File: src/rtl/iter_shifter.sv
// Iterative shift/rotate unit: SLL, SRL, SRA and ROR, up to STEP bits per cycle.
// A start/busy/done handshake; the controller stalls the PC while busy is high.
module iter_shifter #(
    parameter int WIDTH   = 32,
    parameter int SHAMT_W = $clog2(WIDTH),
    parameter int STEP    = 1
) (
    input  logic               clk,
    input  logic               rst,
    input  logic               start,
    input  logic [1:0]         op,
    input  logic [WIDTH-1:0]   a,
    input  logic [SHAMT_W-1:0] shamt,
    output logic               busy,
    output logic               done,
    output logic [WIDTH-1:0]   result
);

    typedef enum logic [1:0] {
        S_IDLE = 2'b00,
        S_BUSY = 2'b01,
        S_DONE = 2'b10
    } state_t;

    localparam logic [1:0] OP_SLL = 2'b00;
    localparam logic [1:0] OP_SRL = 2'b01;
    localparam logic [1:0] OP_SRA = 2'b10;
    localparam logic [1:0] OP_ROR = 2'b11;

    // STEP may equal WIDTH, so the compare uses one extra bit.
    localparam logic [SHAMT_W:0]   STEP_L  = (SHAMT_W+1)'(STEP);
    localparam logic [SHAMT_W-1:0] STEP_S  = SHAMT_W'(STEP);
    localparam logic [SHAMT_W:0]   WIDTH_L = (SHAMT_W+1)'(WIDTH);

    state_t             r_state;
    state_t             w_state_n;
    logic [WIDTH-1:0]   r_acc;
    logic [SHAMT_W-1:0] r_rem;
    logic [1:0]         r_op;

    logic               w_load;
    logic               w_step;
    logic [SHAMT_W-1:0] w_s;
    logic [SHAMT_W-1:0] w_rem_n;
    logic [SHAMT_W:0]   w_rot_l;
    logic [WIDTH-1:0]   w_acc_sh;

    // Step size: min(STEP, rem); when STEP==WIDTH rem always wins.
    always_comb begin
        w_s     = ({1'b0, r_rem} < STEP_L) ? r_rem : STEP_S;
        w_rem_n = r_rem - w_s;
        w_rot_l = WIDTH_L - {1'b0, w_s};
    end

    // One partial shift of the accumulator by w_s bits.
    always_comb begin
        w_acc_sh = r_acc;
        unique case (r_op)
            OP_SLL: w_acc_sh = r_acc << w_s;
            OP_SRL: w_acc_sh = r_acc >> w_s;
            OP_SRA: w_acc_sh = unsigned'($signed(r_acc) >>> w_s);
            OP_ROR: w_acc_sh = (r_acc >> w_s) | (r_acc << w_rot_l);
            default: w_acc_sh = r_acc;
        endcase
    end

    // State register.
    always_ff @(posedge clk or negedge rst) begin
        if (!rst) begin
            r_state <= S_IDLE;
        end else begin
            r_state <= w_state_n;
        end
    end

    // Next state and datapath enables; DONE can reload with no bubble.
    always_comb begin
        w_state_n = r_state;
        w_load    = 1'b0;
        w_step    = 1'b0;
        unique case (r_state)
            S_IDLE: begin
                if (start) begin
                    w_load    = 1'b1;
                    w_state_n = (shamt == '0) ? S_DONE : S_BUSY;
                end
            end
            S_BUSY: begin
                w_step = 1'b1;
                if (w_rem_n == '0) begin
                    w_state_n = S_DONE;
                end
            end
            S_DONE: begin
                if (start) begin
                    w_load    = 1'b1;
                    w_state_n = (shamt == '0) ? S_DONE : S_BUSY;
                end else begin
                    w_state_n = S_IDLE;
                end
            end
            default: begin
                w_state_n = S_IDLE;
            end
        endcase
    end

    // Operand capture on accept, then iterative shifting while busy.
    always_ff @(posedge clk or negedge rst) begin
        if (!rst) begin
            r_acc <= '0;
            r_rem <= '0;
            r_op  <= OP_SLL;
        end else if (w_load) begin
            r_acc <= a;
            r_rem <= shamt;
            r_op  <= op;
        end else if (w_step) begin
            r_acc <= w_acc_sh;
            r_rem <= w_rem_n;
        end
    end

    assign busy   = (r_state == S_BUSY);
    assign done   = (r_state == S_DONE);
    assign result = r_acc;

endmodule

File: config.mk
export PLATFORM = sky130hd
export DESIGN_NAME = iter_shifter
export DESIGN_NICKNAME = d
export VERILOG_FILES = /design/src/rtl/iter_shifter.sv
export SDC_FILE = /design/constraint.sdc
export NUM_CORES = 1
export LEC_CHECK = 0
export CAP_MARGIN = 20
export CORE_ASPECT_RATIO = 1.1
export CORE_MARGIN = 5
export CORE_UTILIZATION = 40
export DETAILED_ROUTE_END_ITERATION = 10
export PLACE_DENSITY = 0.73
export SYNTH_ARGS = -nofsm -noshare
export SYNTH_HDL_FRONTEND = slang
export SYNTH_SLANG_ARGS = --single-unit
File: constraint.sdc
create_clock -name clk -period 3 [get_ports clk]
set_clock_uncertainty 0.1 [all_clocks]
set_input_delay 0.75 -clock clk [delete_from_list [all_inputs] [get_ports clk]]
set_output_delay 0.75 -clock clk [all_outputs]
set_load 0.005 [all_outputs]
==> summary.md <==
| Metric | Value |
|---|---|
| Antenna viol nets, final | 0 |
| Setup bufs post-CTS | 0 |
| CTS root buf | clkbuf_8 |
| Setup WS post-layout | 0.441 ns |
| Vias post-DR | 3,205 |
| Final hold slack | 0.237 ns |
| Crit path max-delay cell type | clkdlybuf4s50_1 |
| Filler Cells Inserted | 677 |
| Count of final hold-check violations | 0 |
| Post-synthesis sequential area ratio | 34.4% |
| Vias in the first global route | 3,079 |
| Crit-path leading delay family | buffers and inverters |
| Total GRT Usage | 21.4% |
| Largest net degree at the start of global routing | 42 |
| Setup TNS after final layout | 0 ns |
| Htree depth | 2 |
| Post-DP HPWL | 7030 microns |
| Area of the multi-input gates | 1830 sq um |
| IO Port Bufs | 75 |
| YS warnings | 0 |
| Worst-path cell chain | buf_4, nand2b_1, buf_4, inv_1, clkdlybuf4s50_1 |
| Synth Register Bits | 41 |
| Die Span Y | 101 microns |
| DRC viols | 0 |
| CP required | 2.15 ns |
| First-pass GRT wire length | 15,900 microns |
| Slowest Stage Delay on Critical Path | 0.50 ns |
| Unrepaired setup endpoints after global routing | false |
| Post-synth EDFFs | 0 |
| Violation count after the first detailed-route iteration | 333 |
| Cells after Synth | 360 |
| Critical Path Sink Type | primary output |
| Pleak | 1.64 nW |
| Post-CTS Resized | 0 |
| Worst rel slew slack | 49.5% |
| Slew at the pin closest to its max-slew limit | 0.754 ns |
| Status | complete, no violations |
| Die Area | 9290 sq um |
| Crit share post-route | 85.3% |
| Mapped cell area | 2980 sq um |
| P&R area growth vs syn | 33.5% |
| Register cell area after layout | 1030 sq um |
| Critical-path maximum fanout | 10 |
| Cts bufs inserted | 5 |
| Final std cells w/o fill | 518 |
| Hold WC Path Type | in -> async |
| Total gr overflow | 0 |
| Diode count | 0 |
| Count of clock tree sinks | 41 |
| Arrival @ worst endpoint | 1.71 ns |
| Max rail drop VDD | 464 uV |
| First-pass DRT Iterations | 5 |
| Gpl congestion | 0.850 |
| Mapped Nets | 404 |
| Period minus WS final | 2.56 ns |
| Core Rows | 33 |
| Commonest cells after routing, fill and taps aside | 74 x clkdlybuf4s50_1, 56 x nand2_1, 41 x dfrtp_1, 38 x nor2_1, 23 x a21oi_1 |
| Initial core utilization | 40.6% |
| Pins over their slew limit | 0 |
| Pwr Density | 1200 nW/um^2 |
| CP Launch Type | flop |
| DP Worst Slack | 0.448 ns |
| Async set-reset flop share out of synthesis | 100% |
| DP Cell Count | 509 |
| Hold buffer count at cts | 0 |
| Core ar. | 7350 sq um |
| Clk slew on worst S/H paths | 0.09 ns |
| Vias per cell | 6.19 |
| Wire length per cell | 19.4 microns |
| Initial antenna violation count | 0 |
| Top_reg_cell synth | dfrtp_1 |
| Share of cells above drive strength 1 | 9.51% |
| Worst skew pair latency | 0.31 ns |
| CP bufs+invs | 4 |
| R2R Setup Slk | 0.45 ns |
| Nets | 474 |
| Most frequent cell on the critical path | buf_4 |
| Setup-failing EPs final | 0 |
| I/O pin cnt | 76 |
| Number of max-cap violations | 0 |
| Post-synth cell types | 48 |
| Most common cell after layout, fill and taps aside | clkdlybuf4s50_1 |
| CTS tree | done |
| CTS Buffer Depth | 2 |
| Fmax | 391 MHz |
| Post-Syn Area per Cell | 8.29 sq um |
| Critical path class | reg -> out |
| Total wire length | 10,000 microns |
| Die X | 92.3 microns |
kinds of logic after synthesis:
| group | after synthesis | share of synthesized area (%) |
|---|---|---|
| muxes | 30 | 13.7 |
| adders and majority gates | 2 | 0.839 |
| other | 1 | 0.126 |
| AOI/OAI and AO/OA | 106 | 24.2 |
| buffers and inverters | 34 | 4.45 |
| DFF | 41 | 34.4 |
| and+or+nand+nor | 146 | 22.3 |
where the power goes:
part	switching, W	internal (W)
clock	0.000218	0.000249
combinational	0.00142	0.00146
sequential	0.000579	0.000847
total	0.00221	0.00255
area by class of cell:
cell class	instances	share of cell area (%)
Clock inverter	3	1.16
Clock buffer	5	1.73
Timing Repair Buffer	92	22.3
Sequential cell	41	25.8
Tap cell	87	2.73
Inverter	5	0.471
Multi-Input combinational cell	285	45.9
worst paths after layout:
kind / start / to / depth (start not counted)
setup / recovery: r_state[1]$_DFFE_PN0P_ / busy / 5
hold / removal: rst / result[24]$_DFFE_PN0P_ / 1
setup reg to reg: r_rem[4]$_DFFE_PN0P_ / result[13]$_DFFE_PN0P_ / 8
hold reg to reg: r_state[0]$_DFFE_PN0P_ / r_state[1]$_DFFE_PN0P_ / 2
max in group asynchronous: rst / result[1]$_DFFE_PN0P_ / 2
min in group clk: r_state[0]$_DFFE_PN0P_ / r_state[1]$_DFFE_PN0P_ / 2
sequential cells by signal, summed over array words and instances (netlist names):
register	count
r_op	2
result	32
r_rem	5
r_state	2
per-layer routing:
layer	part of all wire, %	wire (microns)	vias up	global-route usage (%)
met4	1.7	167	0	6.74
met5	0	0	-	0
met2	48	4850	177	35.4
li1	-	-	1479	-
met3	9.0	898	18	5.23
met1	41	4120	1531	27.8
per-stage QoR:
stage	instance area [sq um]	utilization [%]	total power [W]
floorplan	2980	-	0.00305
global placement	3850	52.3	0.00417
detailed placement	3850	52.3	0.00425
CTS	3960	53.9	0.00474
global route	3980	54.2	0.00511
finish	3980	54.2	0.00477
worst reg2reg max path: stages, from the launching register on:
cell and delay [ns]:
dfrtp_1 0.46, nor4_4 0.42, nand2_4 0.08, clkinv_1 0.06
ha_1 0.26, nand3_1 0.44, nor2_1 0.38, o21a_1 0.17
a221o_1 0.13
synth_stat cells, types with 3 or more instances:
cell type / number / share of area [%]
mux2_2: 4 / 1.5
o221ai_1: 3 / 0.88
o211ai_1: 13 / 3.3
buf_1: 5 / 0.63
a31oi_1: 4 / 0.84
mux4_1: 4 / 3.5
nor4_1: 3 / 0.63
clkbuf_1: 20 / 2.5
inv_1: 4 / 0.50
o21ai_0: 20 / 3.4
buf_2: 4 / 0.67
nor2b_1: 6 / 1.3
nand2_1: 56 / 7.0
nor2_1: 38 / 4.8
a221o_1: 13 / 4.4
nor3_1: 14 / 2.3
o22ai_1: 11 / 2.3
mux2i_1: 19 / 6.4
nand3_1: 15 / 2.5
dfrtp_1: 41 / 34
nand2b_1: 4 / 0.84
a21oi_1: 23 / 3.9
nand4_1: 3 / 0.63
mux4_2: 3 / 2.3
Note: power is estimated with default switching activity, not from simulation.
